--- src/rtl/lcd_conv_pkg.sv ---
// Shared LCD column conversion defaults and helpers.
// The column expander and the LCD driver both take their geometry from here.
package lcd_conv_pkg;

  localparam int   IN_W_DEF       = 10;
  localparam int   EXP_DEF        = 6;
  localparam int   BORDER_DEF     = 2;
  localparam int   PERIOD_DEF     = 6;
  localparam int   FIFO_DEPTH_DEF = 2;
  localparam logic BORDER_VAL_DEF = 1'b1;

  // What happens at a pacing load opportunity.
  typedef enum logic [1:0] {
    LD_IDLE,
    LD_POP,
    LD_HOLD,
    LD_UNDERRUN
  } load_act_e;

  function automatic int out_w(input int in_w, input int exp, input int border);
    return in_w * exp + 2 * border;
  endfunction

endpackage

--- src/rtl/lcd_column_expander_if.sv ---
// RAM-word input stream, mode controls and expanded column output stream.
// slave is the expander side; master is the RAM/driver side.
interface lcd_column_expander_if #(
  parameter int IN_W  = 10,
  parameter int OUT_W = 64
);
  logic [IN_W-1:0]  in_data;
  logic             in_valid;
  logic             in_ready;
  logic             invert;
  logic             mirror;
  logic [OUT_W-1:0] out_data;
  logic             out_valid;
  logic             out_ready;
  logic             underrun;

  modport slave (
    input  in_data, in_valid, invert, mirror, out_ready,
    output in_ready, out_data, out_valid, underrun
  );

  modport master (
    output in_data, in_valid, invert, mirror, out_ready,
    input  in_ready, out_data, out_valid, underrun
  );
endinterface

--- src/rtl/lcd_col_fifo.sv ---
// Small synchronous FIFO buffering RAM words ahead of the column expander.
// Head word is visible on rd_data whenever the FIFO is non-empty; no fall-through.
module lcd_col_fifo #(
  parameter int W     = 10,
  parameter int DEPTH = 2
) (
  input  logic                         clk,
  input  logic                         rst,
  input  logic                         push,
  input  logic                         pop,
  input  logic [W-1:0]                 wr_data,
  output logic [W-1:0]                 rd_data,
  output logic [$clog2(DEPTH+1)-1:0]   count,
  output logic                         full,
  output logic                         empty
);

  localparam int AW = $clog2(DEPTH);
  localparam int CW = $clog2(DEPTH + 1);
  localparam logic [CW-1:0] FULL_CNT = CW'(DEPTH);

  logic [W-1:0]  mem [DEPTH];
  logic [AW-1:0] wr_ptr;
  logic [AW-1:0] rd_ptr;
  logic          do_push;
  logic          do_pop;

  assign full    = (count == FULL_CNT);
  assign empty   = (count == '0);
  // A full FIFO refuses a push even when a pop happens on the same edge.
  assign do_push = push & ~full;
  assign do_pop  = pop & ~empty;
  assign rd_data = mem[rd_ptr];

  always_ff @(posedge clk) begin
    if (do_push) mem[wr_ptr] <= wr_data;
  end

  always_ff @(posedge clk or posedge rst) begin
    if (rst) begin
      wr_ptr <= '0;
      rd_ptr <= '0;
      count  <= '0;
    end else begin
      if (do_push) wr_ptr <= wr_ptr + 1'b1;
      if (do_pop)  rd_ptr <= rd_ptr + 1'b1;
      if (do_push && !do_pop)      count <= count + 1'b1;
      else if (!do_push && do_pop) count <= count - 1'b1;
    end
  end

endmodule

--- src/rtl/lcd_column_expander.sv ---
// Buffers RAM words and, on a fixed pacing grid, expands each bit into an
// EXP-bit segment framed by border bits, holding the column for the LCD driver.
module lcd_column_expander
  import lcd_conv_pkg::*;
#(
  parameter int   IN_W       = IN_W_DEF,
  parameter int   EXP        = EXP_DEF,
  parameter int   BORDER     = BORDER_DEF,
  parameter logic BORDER_VAL = BORDER_VAL_DEF,
  parameter int   PERIOD     = PERIOD_DEF,
  parameter int   FIFO_DEPTH = FIFO_DEPTH_DEF
) (
  input  logic                  clk,
  input  logic                  rst,
  lcd_column_expander_if.slave  bus
);

  localparam int OUT_W = out_w(IN_W, EXP, BORDER);
  localparam int TW    = $clog2(PERIOD);
  localparam int CW    = $clog2(FIFO_DEPTH + 1);
  localparam logic [TW-1:0] TICK_LAST = TW'(PERIOD - 1);
  localparam logic [CW-1:0] FULL_CNT  = CW'(FIFO_DEPTH);

  logic [TW-1:0]    tick;
  logic [IN_W-1:0]  head;
  logic [CW-1:0]    fifo_count;
  logic             fifo_full;
  logic             fifo_empty;
  logic             push;
  logic             pop;
  logic             slot_free;
  load_act_e        act;
  logic [OUT_W-1:0] expanded;
  logic [OUT_W-1:0] col_q;
  logic             valid_q;
  logic             underrun_q;

  assign bus.in_ready = (fifo_count != FULL_CNT);
  assign push         = bus.in_valid & ~fifo_full;
  assign slot_free    = ~valid_q | bus.out_ready;
  assign pop          = (act == LD_POP);

  lcd_col_fifo #(
    .W     (IN_W),
    .DEPTH (FIFO_DEPTH)
  ) u_fifo (
    .clk     (clk),
    .rst     (rst),
    .push    (push),
    .pop     (pop),
    .wr_data (bus.in_data),
    .rd_data (head),
    .count   (fifo_count),
    .full    (fifo_full),
    .empty   (fifo_empty)
  );

  // Free-running pacing grid; load opportunities never slip.
  always_ff @(posedge clk or posedge rst) begin
    if (rst) tick <= '0;
    else if (tick == TICK_LAST) tick <= '0;
    else tick <= tick + 1'b1;
  end

  always_comb begin
    act = LD_IDLE;
    if (tick == TICK_LAST) begin
      if (fifo_empty)     act = LD_UNDERRUN;
      else if (slot_free) act = LD_POP;
      else                act = LD_HOLD;
    end
  end

  for (genvar k = 0; k < IN_W; k++) begin : g_seg
    logic seg_bit;
    assign seg_bit = (bus.mirror ? head[IN_W-1-k] : head[k]) ^ bus.invert;
    assign expanded[BORDER+EXP*k +: EXP] = {EXP{seg_bit}};
  end

  if (BORDER > 0) begin : g_border
    assign expanded[0 +: BORDER]           = {BORDER{BORDER_VAL}};
    assign expanded[OUT_W-BORDER +: BORDER] = {BORDER{BORDER_VAL}};
  end

  // invert/mirror only matter at the pop edge; the held column ignores later changes.
  always_ff @(posedge clk or posedge rst) begin
    if (rst) begin
      col_q      <= '0;
      valid_q    <= 1'b0;
      underrun_q <= 1'b0;
    end else begin
      underrun_q <= (act == LD_UNDERRUN);
      if (act == LD_POP) begin
        col_q   <= expanded;
        valid_q <= 1'b1;
      end else if (bus.out_ready) begin
        valid_q <= 1'b0;
      end
    end
  end

  assign bus.out_data  = col_q;
  assign bus.out_valid = valid_q;
  assign bus.underrun  = underrun_q;

endmodule
--- src/flat_wrapper.sv ---
// flat-port wrapper written by rule: the top's interface ports become plain ports
module lcd_column_expander_flat import lcd_conv_pkg::*;
#(
  parameter int   IN_W       = IN_W_DEF,
  parameter int   EXP        = EXP_DEF,
  parameter int   BORDER     = BORDER_DEF,
  parameter logic BORDER_VAL = BORDER_VAL_DEF,
  parameter int   PERIOD     = PERIOD_DEF,
  parameter int   FIFO_DEPTH = FIFO_DEPTH_DEF
)
  (clk, rst, bus_in_data, bus_in_valid, bus_invert, bus_mirror, bus_out_ready, bus_in_ready, bus_out_data, bus_out_valid, bus_underrun);
  lcd_column_expander_if #(.IN_W(IN_W)) bus_i ();
  input  logic clk;
  input  logic rst;
  input wire logic [$bits(bus_i.in_data)-1:0] bus_in_data;
  input wire logic [$bits(bus_i.in_valid)-1:0] bus_in_valid;
  input wire logic [$bits(bus_i.invert)-1:0] bus_invert;
  input wire logic [$bits(bus_i.mirror)-1:0] bus_mirror;
  input wire logic [$bits(bus_i.out_ready)-1:0] bus_out_ready;
  output wire logic [$bits(bus_i.in_ready)-1:0] bus_in_ready;
  output wire logic [$bits(bus_i.out_data)-1:0] bus_out_data;
  output wire logic [$bits(bus_i.out_valid)-1:0] bus_out_valid;
  output wire logic [$bits(bus_i.underrun)-1:0] bus_underrun;
  assign bus_i.in_data = bus_in_data;
  assign bus_i.in_valid = bus_in_valid;
  assign bus_i.invert = bus_invert;
  assign bus_i.mirror = bus_mirror;
  assign bus_i.out_ready = bus_out_ready;
  assign bus_in_ready = bus_i.in_ready;
  assign bus_out_data = bus_i.out_data;
  assign bus_out_valid = bus_i.out_valid;
  assign bus_underrun = bus_i.underrun;
  lcd_column_expander #(.IN_W(IN_W), .EXP(EXP), .BORDER(BORDER), .BORDER_VAL(BORDER_VAL), .PERIOD(PERIOD), .FIFO_DEPTH(FIFO_DEPTH)) u_core (.clk(clk), .rst(rst), .bus(bus_i));
endmodule
--- config.mk ---
export PLATFORM = sky130hd
export DESIGN_NAME = lcd_column_expander_flat
export DESIGN_NICKNAME = d
export VERILOG_FILES = /design/src/rtl/lcd_conv_pkg.sv /design/src/rtl/lcd_column_expander_if.sv /design/src/rtl/lcd_col_fifo.sv /design/src/rtl/lcd_column_expander.sv /design/src/flat_wrapper.sv
export SDC_FILE = /design/constraint.sdc
export NUM_CORES = 1
export LEC_CHECK = 0
export ABC_AREA = 1
export BUFFER_PORTS_ARGS = -buffer_cell sky130_fd_sc_hd__clkbuf_2
export CELL_PAD_IN_SITES_DETAIL_PLACEMENT = 1
export CELL_PAD_IN_SITES_GLOBAL_PLACEMENT = 1
export CORE_MARGIN = 1.5
export CORE_UTILIZATION = 28
export DETAILED_ROUTE_END_ITERATION = 7
export PLACE_DENSITY = 0.73
export SETUP_SLACK_MARGIN = 0.5
export SYNTH_ARGS = -nofsm -noshare
export SYNTH_HDL_FRONTEND = slang
export SYNTH_SLANG_ARGS = --single-unit
--- constraint.sdc ---
create_clock -name clk -period 2.3 [get_ports clk]
set_input_delay 0.345 -clock clk [delete_from_list [all_inputs] [get_ports clk]]
set_output_delay 0.345 -clock clk [all_outputs]
set_load 0.005 [all_outputs]
# --- Word-level counts from Yosys, hierarchy flattened ---
# Memory sizes are Yosys's and may differ from the RTL's.
# Cells that the tools add are included.
totals:
  ff_bits: 72
  mem_bits_rw: 20
  input_bits: 16
  out_inout_bits: 67
  wordCells: 62
  n_memories: 1
memory_table:
  columns: ["name", "depth", "word_bits", "read_ports", "rd_clocked_by_memory_dff", "write_ports", "line", "source"]
  rows:
  - ["u_core.u_fifo.mem", 2, 10, 1, 0, 1, "lcd_col_fifo.sv:22", "logic [W-1:0] mem [DEPTH];"]
op_classes:
  add_sub_neg: 5
  n_eq_ne: 5
  n_mux: 20
  bitwise_logic: 17
  reduce_logical: 7
op_table:
  columns: ["operator", "n"]
  rows:
  - ["2-to-1 mux 1 bit", 14]
  - ["2-to-1 mux 2 bit", 5]
  - ["XOR 1 bit", 10]
  - ["equality test 2 bit, second input constant", 2]
  - ["nonzero test 2 bit", 2]
  - ["adder 3 x 1 -> 3 bit, second input constant", 1]
  - ["AND 1 bit", 3]
  - ["equality test 3 bit, second input constant", 1]
  - ["2-to-1 mux 3 bit", 1]
  - ["NOT 1 bit", 3]
  - ["adder 1 bit, second input constant", 2]
  - ["adder 2 x 1 -> 2 bit, second input constant", 1]
  - ["equality test 2 x 1 -> 1 bit, second input constant", 1]
  - ["logical AND 1 bit", 2]
  - ["logical NOT 1 bit", 2]
  - ["logical NOT 2 bit", 1]
  - ["inequality test 2 bit, second input constant", 1]
  - ["subtractor 2 x 1 -> 2 bit, second input constant", 1]
  - ["OR 1 bit", 1]

# --- Depth between registers and ports, before layout ---
logic_depth:
  depth_word: 10
  depth_mapped: 10
  ltp_nobuf: 9

# --- Cells and area by module ---
# From an unflattened synthesis, not the netlist that was laid out.
unflattened:
  hier_cells: 298
  area_unflattened_um2: 2376.0
modules_own_cells:
  columns: ["module", "n_inst", "cells_each", "area_per_inst_um2", "seq_area_each_um2"]
  rows:
  - ["lcd_column_expander", 1, 213, 1415.1, 400.4]
  - ["lcd_col_fifo", 1, 85, 960.9, 700.7]

# --- Least setup slack after synthesis ---
# OpenSTA, ideal clock, no wires.
synth_path:
  path_type: "register to register"
  from: "reg u_core.tick[0]"
  to: "reg u_core.u_fifo.count[1]"
  setup_ps: 131
  arrival_ps: 1593
  t_required_ps: 2169
  setup_slack_ps: 576
  path_stages_with_launch: 10
  n_path_buf: 1
  synth_period_minus_slack_ps: 1724
  path_cell_list: "dfrtp_1 nand2_2 or2_4 nor2_4 inv_2 buf_6 ha_1 a21oi_1 o21ai_0 xor2_1"
synth_via:
  elab_chain_cells: 7
  word_cells_on_any_way: 9
  classes_between: "eq/ne: 2; mux: 2; bitwise: 1; reduce/logical: 4"
synth_lines:
  columns: ["element", "line", "source"]
  rows:
  - ["start: declaration", "lcd_column_expander.sv:24", "logic [TW-1:0] tick;"]
  - ["start signal: assignment", "lcd_column_expander.sv:62", "else tick <= tick + 1'b1;"]
  - ["equality test 3 bit (*)", "lcd_column_expander.sv:67", "if (tick == TICK_LAST) begin"]
  - ["2-to-1 mux 2 bit (*)", "lcd_column_expander.sv:67", null]
  - ["equality test 2 x 1 -> 1 bit (*)", "lcd_column_expander.sv:41", "assign pop = (act == LD_POP);"]
  - ["AND 1 bit (*)", "lcd_col_fifo.sv:32", "assign do_pop = pop & ~empty;"]
  - ["logical NOT 1 bit", "lcd_col_fifo.sv:47", "if (do_push && !do_pop) count <= count + 1'b1;"]
  - ["logical AND 1 bit", "lcd_col_fifo.sv:47", null]
  - ["2-to-1 mux 2 bit or nonzero test 2 bit (tied branches)", null, null]
  - ["end signal: assignment", "lcd_col_fifo.sv:47", null]
  - ["end signal: assignment", "lcd_col_fifo.sv:48", "else if (!do_push && do_pop) count <= count - 1'b1;"]
  - ["end: declaration", "lcd_col_fifo.sv:13", "output logic [$clog2(DEPTH+1)-1:0] count,"]
# Mark *: on every way between the ends. The rest lies on a longest branch, timed or not.
# A chain may end at the register's enable or synchronous reset.

# --- Worst setup path in the final report ---
layout_path:
  from: "reg u_core.tick[2]"
  to: "reg u_core.u_fifo.count[1]"
# Same word-level chain as after synthesis.

==> flow_summary.toml <==
[routing]
vias = 1561
drc = 0
wl_per_cell_um = 11.4
wirelength_mm = 4.24
ant_nets = 0
dr.pass1.iters = 4
initialDrtViolationCount = 88
drt-vias-per-instance = 4.20

[timing]
setup_violations = 0
fin_setup_tns_ns = 0
grt_setup_unrepaired = "no"
period_share = 0.745
clock_skew_ns = 0.00512
whs_ns = 0.167
min_period_ns = 1.71
hold_violations = 0
timing.fmax_mhz = 584
max_slew.worst_pin.slew_ns = 0.780
slew_headroom = 0.479
slew_violations = 0
fin_ws_ns = 0.587

[logic_synthesis]
synth.net_count = 253
synth-edff-count = 20
yosys.area.top_type = "edfxtp_1"
synth_common_cells = "nand2_1, buf_4, nand3_1"
synthCells = 236
avgSynthCellArea_sq_um = 9.10
ys_warn_count = 0
yosysSeqAreaShare = 0.513
yosysMostFrequentCell = "nand2_1"
synthArstFlopShare = 0.500
synthFlopType = "edfxtp_1"
syn_area_sq_um = 2150
yosysTopAreaCellShare = 0.280
ys_ff_latch = 40
synth_area_leaders = "edfxtp_1, dfrtp_1, buf_4"
yosysUniqueCellTypes = 21

[min_path]
min_path_type = "primary input to asynchronous set/reset pin"

[global_route]
grt_antenna_before_repair = 0
grt_pass1_vias = 1503
grt-ovfl-total = 0
grt_max_degree = 21
grt_usage = 0.110
grt_pass1_wl_mm = 7.25

[setup_path]
cp-start-kind = "flip-flop"
rr_worst_depth = 8
end_kind = "flip-flop"
critPathKind = "flip-flop to flip-flop"
crit_fanout = 12
rr_startpoint = "u_core.tick[2]"
worstPathArrival_ns = 1.88
reg2reg_slack_ns = 0.59
cp.required_ns = 2.47
endpoint = "u_core.u_fifo.count[1]"
cp-startpoint = "u_core.tick[2]"
reg2reg_to = "u_core.u_fifo.count[1]"

[layout]
antennaDiodeCount = 0
area_delta_synth_final_pct = 10.7
final_nets = 289
drive_gt1_frac = 0.363
final_cells = 372
fillers = 898
final_util = 0.324

[placement]
io_buffers = 82
post-place-cells = 362
pre_cts_ws_ns = 0.506
place_hpwl_mm = 3.39
gp_routability_congestion = 0.737

[floorplanning]
initial_utilization = 0.293
die_w_um = 90.6
die_area_sq_um = 8210
pin_count = 83
die_h_um = 90.6
core_sq_um = 7330
num_rows = 31

[clock_tree]
insertion_delay_ns = 0.29
cts_buffer_depth = 2
path_clk_slew_ns = 0.08
cts_buffers = 5
cts_root_buffer = "clkbuf_8"
numClockSinks = 40
cts_tree = "done"
h-tree-depth = 2

[pwr]
p_per_area_nw_per_um2 = 1190
peakVddDrop_uv = 285
p_leak_nw = 1.21

[run_status]
status = "finished clean"

[run]
cap_violations = 0
-- where the power goes --
| part | total (mW) | switching (mW) | internal [mW] | leakage (nW) |
|---|---|---|---|---|
| sequential | 1.20 | 0.222 | 0.976 | 0.422 |
| combinational | 1.17 | 0.619 | 0.548 | 0.749 |
| clock | 0.462 | 0.246 | 0.216 | 0.0414 |
| total | 2.83 | 1.09 | 1.74 | 1.21 |
-- final cells by class --
cell class / count / area [sq um] / share of cell area
well taps: 99 / 124 / 0.0521
multi-input cells: 125 / 566 / 0.238
repair buffers: 87 / 448 / 0.188
clock inverters: 2 / 16.3 / 0.00684
flip-flops and latches: 40 / 1100 / 0.463
inverters: 13 / 51.3 / 0.0216
clock buffers: 6 / 72.6 / 0.0305
-- sequential cells by signal, summed over array words and instances, names as in the netlist --
signal,cells
u_core.u_fifo.count,2
u_core.bus.underrun,1
u_core.u_fifo.wr_ptr,1
u_core.u_fifo.rd_ptr,1
u_core.bus.out_data,11
u_core.u_fifo.mem,20
u_core.bus.out_valid,1
u_core.tick,3
-- critical path, stage by stage, from the launching register on --
cell	delay (ns)
dfrtp_1	0.37
nand2_2	0.07
or2_4	0.25
nor2_4	0.12
inv_4	0.08
ha_1	0.31
a21oi_1	0.13
o21ai_0	0.11
xor2_1	0.15
-- stage by stage --
step,instance area (sq um),power [mW]
detailed placement,2270,2.40
floorplan,2150,2.31
global route,2380,3.07
global placement,2270,2.34
finish,2380,2.83
CTS,2370,2.87
-- cells by family after synthesis --
kind of cell | share of synthesized area
AOI/OAI and AO/OA | 0.00931
xor gates and xnor gates | 0.0122
adders and majority gates | 0.00582
buffers and inverters | 0.224
DFF | 0.513
and+or+nand+nor | 0.236
-- cell usage in the layout, fill, tap and decap left out, drive strengths merged, types with 2 or more instances in the layout --
cell	synthesis	layout
clkbuf	2	88
xor2	2	2
inv	10	10
clkinv	3	4
nand2	68	68
nor2	7	7
dfrtp	20	20
nand3	40	40
o21ai	3	3
edfxtp	20	20
or2	2	2
buf	56	5
-- how the worst min path moves through the flow --
stage | from | end | slack [ns] | depth (start not counted)
4_1_cts | rst | u_core.bus.out_valid | 0.21 | 2
6_report | rst | u_core.bus.out_valid | 0.17 | 2
2_1_floorplan | rst | u_core.bus.out_data[13] | 0.31 | 1
3_3_place_gp | u_core.u_fifo.count[0] | u_core.u_fifo.count[0] | 0.45 | 1
3_5_place_dp | u_core.u_fifo.count[0] | u_core.u_fifo.count[0] | 0.49 | 1
5_1_grt | bus_in_data[0] | u_core.u_fifo.mem[0][0] | 0.22 | 1
-- per-layer routing --
layer,global-route usage,vias to the layer above,share of wire
met5,0,-,0
met4,0.0476,0,0.023
met3,0.0269,10,0.050
met2,0.188,53,0.49
met1,0.131,714,0.44
li1,-,784,-
-- timing repair --
| action | in CTS | in global routing |
|---|---|---|
| resized for setup | 0 | 1 |
| hold buffers | 0 | 0 |
| setup endpoints to repair | 1 | 1 |
| buffers inserted | 1 | 1 |
| pin swaps | 0 | 0 |
(Power assumes the default switching activity.)
